### src/rtl/seq_mult_unit.sv
//
// seq_mult_unit
// -------------
// Sequential shift-and-add multiplier with a three-state control FSM
// (IDLE -> CALC -> DONE) and its datapath in one block. Each CALC cycle
// consumes one multiplier bit. Signed operands use the two's complement
// rule that the multiplier MSB carries negative weight, so the final
// partial product is subtracted rather than added. The product is held
// in DONE until the consumer acknowledges it.
//
// Optional feature macro: EARLY_TERM_EN
//   When defined, CALC also ends as soon as the remaining multiplier bits
//   are all zero, so latency tracks the highest set bit of B.
//   When undefined, latency is always WIDTH cycles.
//
// Parameters:
//   WIDTH   operand width in bits (2..32)
//   CNT_W   iteration counter width, derived from WIDTH
//
// Ports:
//   Clock       in   system clock, rising edge
//   Reset_n     in   asynchronous active-low reset
//   valid_data  in   operands valid, sampled only in IDLE
//   signed_op   in   1 = two's complement operands, sampled with A/B
//   A           in   multiplicand [WIDTH-1:0]
//   B           in   multiplier   [WIDTH-1:0]
//   ack         in   consumer has read Product, sampled only in DONE
//   Product     out  registered result [2*WIDTH-1:0]
//   done        out  Product valid (high throughout DONE)
//   busy        out  high in CALC and DONE
//
module seq_mult_unit #(
    parameter  int WIDTH = 8,
    localparam int CNT_W = $clog2(WIDTH)
) (
    input  logic                 Clock,
    input  logic                 Reset_n,
    input  logic                 valid_data,
    input  logic                 signed_op,
    input  logic [WIDTH-1:0]     A,
    input  logic [WIDTH-1:0]     B,
    input  logic                 ack,
    output logic [2*WIDTH-1:0]   Product,
    output logic                 done,
    output logic                 busy
);

    typedef enum logic [1:0] {
        IDLE = 2'd0,
        CALC = 2'd1,
        DONE = 2'd2
    } state_t;

    localparam logic [CNT_W-1:0] LAST_CNT = CNT_W'(WIDTH - 1);

    state_t               state;
    logic [2*WIDTH-1:0]   a_reg;
    logic [WIDTH-1:0]     b_reg;
    logic                 sgn;
    logic [CNT_W-1:0]     cnt;

    logic                 last_iter;
    logic                 calc_exit;

    // The final iteration is the one processing the multiplier MSB; with
    // signed operands that bit has weight -2^(WIDTH-1).
    assign last_iter = (cnt == LAST_CNT);

`ifdef EARLY_TERM_EN
    // Leave CALC once no set bits remain above the one being processed now.
    assign calc_exit = last_iter || (b_reg[WIDTH-1:1] == '0);
`else
    assign calc_exit = last_iter;
`endif

    // Control FSM and datapath. done/busy are registered alongside the
    // state so that no input reaches an output combinationally.
    always_ff @(posedge Clock or negedge Reset_n) begin
        if (!Reset_n) begin
            state   <= IDLE;
            a_reg   <= '0;
            b_reg   <= '0;
            sgn     <= 1'b0;
            cnt     <= '0;
            Product <= '0;
            done    <= 1'b0;
            busy    <= 1'b0;
        end else begin
            case (state)
                IDLE: begin
                    if (valid_data) begin
                        // Extend A to full product width so the shifted
                        // partial products stay correct modulo 2^(2*WIDTH).
                        if (signed_op)
                            a_reg <= {{WIDTH{A[WIDTH-1]}}, A};
                        else
                            a_reg <= {{WIDTH{1'b0}}, A};
                        b_reg   <= B;
                        sgn     <= signed_op;
                        cnt     <= '0;
                        Product <= '0;
                        busy    <= 1'b1;
                        done    <= 1'b0;
                        state   <= CALC;
                    end
                end

                CALC: begin
                    if (b_reg[0]) begin
                        if (last_iter && sgn)
                            Product <= Product - a_reg;
                        else
                            Product <= Product + a_reg;
                    end
                    a_reg <= a_reg << 1;
                    b_reg <= b_reg >> 1;
                    cnt   <= cnt + CNT_W'(1);
                    if (calc_exit) begin
                        done  <= 1'b1;
                        state <= DONE;
                    end
                end

                DONE: begin
                    if (ack) begin
                        done  <= 1'b0;
                        busy  <= 1'b0;
                        state <= IDLE;
                    end
                end

                default: begin
                    // Unused encoding: recover to IDLE, outputs untouched.
                    state <= IDLE;
                end
            endcase
        end
    end

endmodule

### config.mk
export PLATFORM = sky130hd
export DESIGN_NAME = seq_mult_unit
export DESIGN_NICKNAME = d
export VERILOG_FILES = /design/src/rtl/seq_mult_unit.sv
export SDC_FILE = /design/constraint.sdc
export NUM_CORES = 1
export LEC_CHECK = 0
export CAP_MARGIN = 20
export CORE_MARGIN = 4
export CORE_UTILIZATION = 36
export CTS_CLUSTER_SIZE = 24
export DETAILED_ROUTE_END_ITERATION = 8
export PLACE_DENSITY = 0.63
export SYNTH_ARGS = -nofsm -noshare
export SYNTH_HDL_FRONTEND = slang
export SYNTH_SLANG_ARGS = --single-unit
### constraint.sdc
create_clock -name Clock -period 3.8 [get_ports Clock]
set_clock_uncertainty 0.1 [all_clocks]
set_input_delay 0.76 -clock Clock [delete_from_list [all_inputs] [get_ports Clock]]
set_output_delay 0.76 -clock Clock [all_outputs]
set_load 0.05 [all_outputs]
==> flow_summary.yaml, run 1 <==
logic_synthesis:
  synthesis.area_um2: 2980
  avgSynthCellArea_um2: 9.15
  postSynthCellCount: 325
  yosysUniqueCellTypes: 50
  synthMuxAreaShare_pct: 1.09
  synthXorXnorAreaFrac_pct: 7.61
  ys_warn_count: 0
  synthAdderAreaFrac_pct: 8.24
  yosys_register_bits: 48
  syn-num-nets: 365
  seq_area_frac_synth_pct: 40.4
  synth_compound_area_share_pct: 24.7
  synth_top_family_by_area: "compound AO/OA/AOI/OAI gates"
  synth_edf_count: 0
  synth_ff_type: "dfrtp_1"
  synthSimpleGateAreaFrac_pct: 14.9
  async_flop_share_pct: 100
worst_setup_path:
  critPathCaptureType: "register"
  critical_path_class: "reg2reg"
  slowest_stage: "dfrtp_1"
  cp.arrival_ns: 3.46
  path_max_fanout: 6
  cp_slowest_stage_delay_ns: 0.42
  worstSetupStartpointType: "register"
  path_cells: "or3_4 > nor3_1 > a21oi_1 > xnor2_1 > ha_1 > a21oi_1 > o21ai_0 > nand2b_1 > o21ai_0 > nand3b_1 > nor4b_2 > a221o_1"
  cp.required_ns: 3.89
  path_delay_family: "simple AND/OR/NAND/NOR gates"
  critPathBufInv: 0
global_routing:
  grt-ovfl-total: 0
  grt_use_total_pct: 14.6
  grt_pass1_vias: 2480
  grt_first_pass_wirelength_um: 11800
  use_met2_pct: 24.3
  grt_max_degree: 32
  antenna_found_initial: 0
  gr-usage-met1_pct: 19.4
  use_met3_pct: 2.97
  top_usage_layer: "met2"
clock_network:
  cts_made_buffers: 5
  clk_latency_ns: 0.30
  cts.repair.resized: 0
  cts_setup_buffers: 0
  cts_max_level: 2
  cts_hold_buf: 0
  cts-root-buf: "clkbuf_8"
  clkTransAtPathRegs_ns: 0.10
  cts.sinks: 48
  cts_tree: "yes"
  clockBufferDepth: 2
finish:
  area_growth_pct: 20.7
  mostFrequentLayoutCells: "48 x dfrtp_1, 48 x nand2_1, 38 x o21ai_0"
  finalNonFillerCells: 463
  insertedDiodeCount: 0
  drive_gt1_share_pct: 6.09
  finalInstanceArea_um2: 3590
  nNetsFinal: 401
detailed_routing:
  drc: 0
  wl_per_cell_um: 15.1
  avgViaCountPerCell: 5.35
  wl_um: 6980
  first_iter_violations: 104
  dr.pass1.iters: 6
  vias: 2475
  antenna_left: 0
sta:
  hold_viol: 0
  fin_crit_sh_pct: 88.5
  grt_setup_unrepaired: "no"
  min_period_ns: 3.36
  finalSetupViolCount: 0
  setup_tns_ns: 0
  final_max_slew_viol_count: 0
  max_slew_margin_pct: 52.0
  fmax_ghz: 0.297
  worst_pin_slew_ns: 0.721
power:
  power.static_leakage_nw: 1.58
  power_density_nw_per_um2: 1040
  ir_drop_mv: 0.352
die:
  ioPinCount: 39
  rows: 32
  die_y_um: 98.9
  dieArea_um2: 9780
  die_w_um: 98.9
  start_util_pct: 37.7
  coreArea_um2: 7890
placement:
  place_area_um2: 3460
  port_buffers: 38
  place_inst: 456
  gp_congestion: 0.897
  post-dp-hpwl_um: 5210
job:
  max_cap_violations: 0
hold_path:
  min_path_type: "reg2reg"
status:
  status: "complete, no violations"
==> stage by stage <==
| step | hold WS, ns | setup WS [ns] | util [%] | total power, mW |
|---|---|---|---|---|
| after floorplan | 0.350 | 0.709 | - | 2.74 |
| after global placement | 0.366 | 0.558 | 43.9 | 3.27 |
| after detailed placement | 0.372 | 0.462 | 43.9 | 3.31 |
| after CTS | 0.394 | 0.449 | 45.5 | 3.77 |
| after global routing | 0.437 | 0.226 | 45.5 | 4.07 |
| final | 0.393 | 0.437 | 45.5 | 3.75 |
==> Yosys cell counts, drive strengths merged (2+ instances only) <==
cell type / instances / area (um2)
clkbuf: 13 / 48.8
nor2b: 5 / 31.3
a22oi: 23 / 173
xor2: 9 / 86.3
a21o: 7 / 52.6
o31ai: 2 / 15.0
xnor2: 16 / 140
o21ai: 40 / 200
inv: 10 / 37.5
nor2: 13 / 48.8
dfrtp: 48 / 1200
nor3b: 2 / 26.3
nor4: 2 / 12.5
a22o: 4 / 35.0
nor3: 4 / 20.0
nand4: 2 / 12.5
a21oi: 20 / 100
and2: 3 / 20.0
nand3: 3 / 15.0
nand2: 48 / 180
o211ai: 2 / 15.0
o21a: 3 / 22.5
or3: 2 / 17.5
mux2: 2 / 22.5
ha: 18 / 225
nand2b: 5 / 31.3
==> routing by layer <==
metal / wire length (um) / share of wire, %
met5: 0 / 0
met4: 29 / 0.42
met3: 359 / 5.1
met2: 3300 / 47
met1: 3290 / 47
==> kinds of logic (layout without fill, tap and decap cells) <==
logic type,after synthesis,in the layout
and+or+nand+nor,92,92
muxes,3,3
buffers and inverters,24,60
xor gates and xnor gates,25,25
adders and majority gates,19,19
AOI/OAI and AO/OA,114,114
DFF,48,48
==> worst reg2reg max path, cell delays in order (launching register included) <==
cell	delay (ns)
dfrtp_1	0.42
or3_4	0.42
nor3_1	0.29
a21oi_1	0.14
xnor2_1	0.16
ha_1	0.37
a21oi_1	0.16
o21ai_0	0.14
nand2b_1	0.17
o21ai_0	0.28
nand3b_1	0.14
nor4b_2	0.18
a221o_1	0.27
==> path summary, 6_finish.rpt <==
kind / start / cells after the start / endpoint / slack, ns
worst max register to register: a_reg[5] / 12 / Product[15] / 0.44
min in group asynchronous: Reset_n / 1 / Product[0] / 0.40
worst min register to register: b_reg[2] / 2 / b_reg[2] / 0.39
worst max-delay path: a_reg[5] / 12 / Product[15] / 0.44
max in group asynchronous: Reset_n / 2 / a_reg[14] / 2.48
worst min-delay path: b_reg[2] / 2 / b_reg[2] / 0.39
==> where the power goes <==
group,switching [mW],internal [mW]
combinational,1.34,1.02
clock,0.181,0.259
sequential,0.242,0.709
==> area by class of cell <==
| type | count | area [um2] |
|---|---|---|
| Fill cell | 741 | 4300 |
| Multi-Input combinational cell | 253 | 1680 |
| Sequential cell | 48 | 1200 |
| Timing Repair Buffer | 43 | 413 |
| Tap cell | 102 | 128 |
| Clock buffer | 5 | 68.8 |
| Clock inverter | 2 | 60.1 |
| Inverter | 10 | 37.5 |
(Power assumes the default switching activity.)
==> inputs of run 2 (changes only) <==
CELL_PAD_IN_SITES_DETAIL_PLACEMENT = 1   (was not set)
CELL_PAD_IN_SITES_GLOBAL_PLACEMENT = 2   (was not set)
CORE_UTILIZATION = 34   (was 36)
CTS_CLUSTER_DIAMETER = 30   (was not set)
PLACE_DENSITY = 0.86   (was 0.63)
==> run 2 against run 1 <==
Against the previous run:
- largest power group unchanged
- non-clock buffer count increased by 1
- flip-flop and latch count unchanged
- worst setup slack lost 0.050 ns
- routed wire length rose by 11%
- critical endpoint unchanged
==> flow_summary.yaml, run 2 (synthesis gave the netlist of run 1 again) <==
worst_setup_path:
  path_cells: "ha_1 > ha_1 > and2_1 > nor2_1 > xnor2_1 > ha_1 > a21o_1 > a21oi_1 > a21oi_1 > o21ai_0 > nand3b_1 > nor4b_2 > a221o_1"
  critical_path_class: "reg2reg"
  cp-startpoint: "cnt[0]"
  cp_slowest_stage_delay_ns: 0.41
  path_delay_family: "compound AO/OA/AOI/OAI gates"
  path_max_fanout: 10
  critPathCaptureType: "register"
  slowest_stage: "dfrtp_1"
  r2r_start: "cnt[0]"
  cp.required_ns: 3.90
  cp.arrival_ns: 3.52
  r2r_slack_ns: 0.39
  reg2reg_depth: 13
  timing.rr.end: "Product[15]"
  critPathBufInv: 0
  worstSetupStartpointType: "register"
  crit_top_cell: "ha_1"
clock_network:
  cts_max_level: 2
  cts-root-buf: "clkbuf_8"
  cts.repair.resized: 0
  cts_made_buffers: 5
  cts.sinks: 48
  clkTransAtPathRegs_ns: 0.10
  clk_latency_ns: 0.31
  cts_tree: "yes"
  clockBufferDepth: 2
  cts_hold_buf: 0
  cts_setup_buffers: 0
finish:
  area_growth_pct: 21.5
  insertedDiodeCount: 0
  fillers: 975
  nNetsFinal: 402
  mostFrequentLayoutCells: "48 x dfrtp_1, 48 x nand2_1, 38 x o21ai_0"
  finalInstanceArea_um2: 3620
  multiInputGateArea_um2: 1680
  regArea_um2: 1200
  drive_gt1_share_pct: 6.35
die:
  die_w_um: 102
  ioPinCount: 39
  rows: 33
  die_y_um: 102
  start_util_pct: 35.5
  dieArea_um2: 10300
  coreArea_um2: 8380
power:
  power_switching_mw: 1.80
  power_frac_comb_pct: 63.0
  power.internal_mw: 2.00
  power.static_leakage_nw: 1.58
  power_density_nw_per_um2: 1050
  switching_share_pct: 47.4
  ir_drop_mv: 0.356
  pwr-share-seq_pct: 25.3
  clock_power_share_pct: 11.7
sta:
  worst_pin_slew_ns: 0.741
  final_max_slew_viol_count: 0
  max_slew_margin_pct: 50.6
  whs_ns: 0.306
  fin_crit_sh_pct: 89.8
  fmax_ghz: 0.293
  min_period_ns: 3.41
  grt_setup_unrepaired: "no"
  setup_tns_ns: 0
  hold_viol: 0
  finalSetupViolCount: 0
global_routing:
  grt_first_pass_wirelength_um: 13000
  grt_max_degree: 30
  grt_pass1_vias: 2607
  grt_use_total_pct: 16.0
  grt-ovfl-total: 0
  antenna_found_initial: 0
placement:
  post-dp-hpwl_um: 5820
  gp_congestion: 0.775
  port_buffers: 38
  place_area_um2: 3490
detailed_routing:
  first_iter_violations: 54
  dr.pass1.iters: 4
  drc: 0
  antenna_left: 0
  wl_um: 7780
  vias: 2516
  avgViaCountPerCell: 5.39
  wl_per_cell_um: 16.7
status:
  status: "complete, no violations"
job:
  max_cap_violations: 0
hold_path:
  min_path_type: "in2async"
==> run 2: cell count changes in the layout (fill, tap and decap cells not counted), sizes merged <==
cell  previous run  this run
buf              6         7
==> run 2: worst register-to-register path, stage by stage (launching register included) <==
cell,delay [ns]
dfrtp_1,0.41
ha_1,0.21
ha_1,0.20
and2_1,0.27
nor2_1,0.17
xnor2_1,0.14
ha_1,0.31
a21o_1,0.21
a21oi_1,0.22
a21oi_1,0.14
o21ai_0,0.30
nand3b_1,0.16
nor4b_2,0.19
a221o_1,0.28
==> run 2: worst max path at each step <==
stage	to	slack, ns	depth (start not counted)
floorplan	Product[15]	0.71	14
global placement	Product[15]	0.51	12
detailed placement	Product[15]	0.41	12
CTS	Product[15]	0.37	12
global route	Product[15]	0.10	13
finish	Product[15]	0.39	13
==> run 2: cell type report <==
type                    instances  share of cell area, %
clock inverters                 2                   1.66
flip-flops and latches         48                   33.2
clock buffers                   5                   1.90
well taps                     105                   3.63
inverters                      10                   1.04
repair buffers                 44                   12.0
multi-input cells             253                   46.6
==> run 2: through the flow <==
| step | total power [mW] | std cells | setup slack [ns] | util, % |
|---|---|---|---|---|
| finish | 3.80 | 467 | 0.387 | 43.1 |
| global route | 4.15 | 467 | 0.101 | 43.1 |
| CTS | 3.85 | 467 | 0.365 | 43.1 |
| detailed placement | 3.38 | 460 | 0.414 | 41.6 |
| global placement | 3.29 | 459 | 0.505 | 41.4 |
| floorplan | 2.74 | 325 | 0.709 | - |
==> run 2: per-layer routing <==
layer  GRT usage, %  wire (um)  share of wire (%)
met3           2.27        215                2.8
met4           4.60         94                1.2
met2           27.6       3750                 48
met1           21.0       3720                 48
met5              0          0                  0
==> run 2: power groups by stage <==
stage               Clock (mW)  Combinational [mW]  Sequential [mW]
CTS                      0.462                2.43            0.966
detailed placement           0                2.40            0.976
global route             0.473                2.68             1.01
floorplan                    0                1.64             1.09
global placement             0                2.33            0.960
finish                   0.445                2.40            0.962
==> inputs of run 3 (changes only) <==
CORE_MARGIN = not set   (was 4)
==> run 3 against run 2 <==
Against the previous run:
- utilization fell by 0.33 points
- hold slack got worse by 0.075 ns
- via count rose by 0.60%
- first-iteration DRC count rose by 17%
- sequential power barely moved
- routed wire length did not move
- worst setup slack got worse by 0.040 ns
- die area fell by 11%
- critical path type unchanged
==> flow_summary.yaml, run 3 (synthesis gave the netlist of run 1 again) <==
global_routing:
  grt_use_total_pct: 18.7
  antenna_found_initial: 0
  grt-ovfl-total: 0
  grt_pass1_vias: 2644
  grt_max_degree: 36
  grt_first_pass_wirelength_um: 13000
finish:
  mostFrequentLayoutCells: "48 x dfrtp_1, 48 x nand2_1, 38 x o21ai_0"
  insertedDiodeCount: 0
  final_util_pct: 42.8
  area_growth_pct: 20.0
  nNetsFinal: 401
  drive_gt1_share_pct: 6.09
power:
  power.total_mw: 3.69
  clock_power_share_pct: 9.1
  power_frac_comb_pct: 64.7
  power_density_nw_per_um2: 1030
  power_switching_mw: 1.81
  pwr-share-seq_pct: 26.1
  power.internal_mw: 1.88
  switching_share_pct: 49.0
  ir_drop_mv: 0.296
  power.static_leakage_nw: 1.56
clock_network:
  cts_tree: "yes"
  cts_max_level: 2
  cts.sinks: 48
  cts_hold_buf: 0
  clockBufferDepth: 2
  clkTransAtPathRegs_ns: 0.10
  cts_made_buffers: 5
  cts.repair.resized: 0
  cts-root-buf: "clkbuf_8"
  cts_setup_buffers: 0
  clk_latency_ns: 0.32
sta:
  fin_crit_sh_pct: 90.9
  whs_ns: 0.231
  setup_slack_ns: 0.347
  min_period_ns: 3.45
  hold_viol: 0
  setup_tns_ns: 0
  final_max_slew_viol_count: 0
  grt_setup_unrepaired: "no"
  worst_pin_slew_ns: 0.750
  max_slew_margin_pct: 50.0
  finalSetupViolCount: 0
  fmax_ghz: 0.290
worst_setup_path:
  path_max_fanout: 5
  cp_slowest_stage_delay_ns: 0.44
  cp.arrival_ns: 3.55
  cp.required_ns: 3.90
  critical_path_class: "reg2reg"
  critPathCaptureType: "register"
  critPathBufInv: 0
  path_delay_family: "simple AND/OR/NAND/NOR gates"
  crit_top_cell: "a21o_1"
  path_cells: "or3_4 > nor3_1 > nand2_1 > o21ai_0 > xor2_1 > ha_1 > a21o_1 > a21o_1 > a21oi_1 > nand3b_1 > nor4b_2 > a221o_1"
  slowest_stage: "dfrtp_1"
  worstSetupStartpointType: "register"
detailed_routing:
  antenna_left: 0
  avgViaCountPerCell: 5.43
  drc: 0
  first_iter_violations: 63
  vias: 2531
  dr.pass1.iters: 4
  wl_per_cell_um: 16.7
  wl_um: 7780
die:
  die_y_um: 95.5
  dieArea_um2: 9130
  ioPinCount: 39
  die_w_um: 95.5
  coreArea_um2: 8340
  start_util_pct: 35.7
  rows: 33
status:
  status: "complete, no violations"
placement:
  pre_cts_ws_ns: 0.361
  post-dp-hpwl_um: 5820
  port_buffers: 38
  gp_congestion: 0.780
hold_path:
  min_path_type: "in2async"
job:
  max_cap_violations: 0
[run 3: cell count changes in the layout (fill, tap and decap cells not counted), sizes merged]
| cell | change |
|---|---|
| buf | -1 |
| clkinv | +1 |
| clkbuf | +1 |
| bufinv | -2 |
[run 3: metrics by stage]
stage	instances	instance area [um2]
global placement	458	3460
floorplan	325	2980
CTS	466	3570
finish	466	3570
global route	466	3570
detailed placement	459	3480
[run 3: final cells by class]
class / count / area, um2
fillers: 975 / 4770
multi-input cells: 253 / 1680
flip-flops and latches: 48 / 1200
repair buffers: 43 / 425
well taps: 105 / 131
clock buffers: 6 / 82.6
inverters: 10 / 37.5
clock inverters: 1 / 8.76
[run 3: metal layers]
layer	routed length [um]	global-route usage [%]	up-vias
met1	3650	23.0	1237
met4	102	5.10	0
li1	-	-	1240
met2	3770	32.9	45
met5	0	0	-
met3	260	3.99	9
[run 3: power by group through the flow]
stage	registers, mW	logic (mW)	clock network [mW]
after floorplan	1.09	1.64	0
after global placement	0.960	2.32	0
after detailed placement	0.977	2.41	0
after CTS	0.967	2.42	0.350
after global routing	0.998	2.65	0.364
final	0.964	2.39	0.336
[run 3: worst paths after layout]
check / from / endpoint / slack [ns] / depth (start not counted)
max: a_reg[4] / Product[15] / 0.35 / 12
min: Reset_n / Product[4] / 0.23 / 1
max reg2reg: a_reg[4] / Product[15] / 0.35 / 12
min reg2reg: b_reg[2] / b_reg[2] / 0.40 / 2
max in group asynchronous: Reset_n / a_reg[14] / 2.85 / 2
min in group Clock: b_reg[2] / b_reg[2] / 0.40 / 2
[run 3: worst reg2reg max path, cell delays in order (launching register included)]
cell and delay (ns):
dfrtp_1 0.44, or3_4 0.41, nor3_1 0.30, nand2_1 0.16
o21ai_0 0.23, xor2_1 0.21, ha_1 0.30, a21o_1 0.17
a21o_1 0.16, a21oi_1 0.25, nand3b_1 0.13, nor4b_2 0.18
a221o_1 0.29
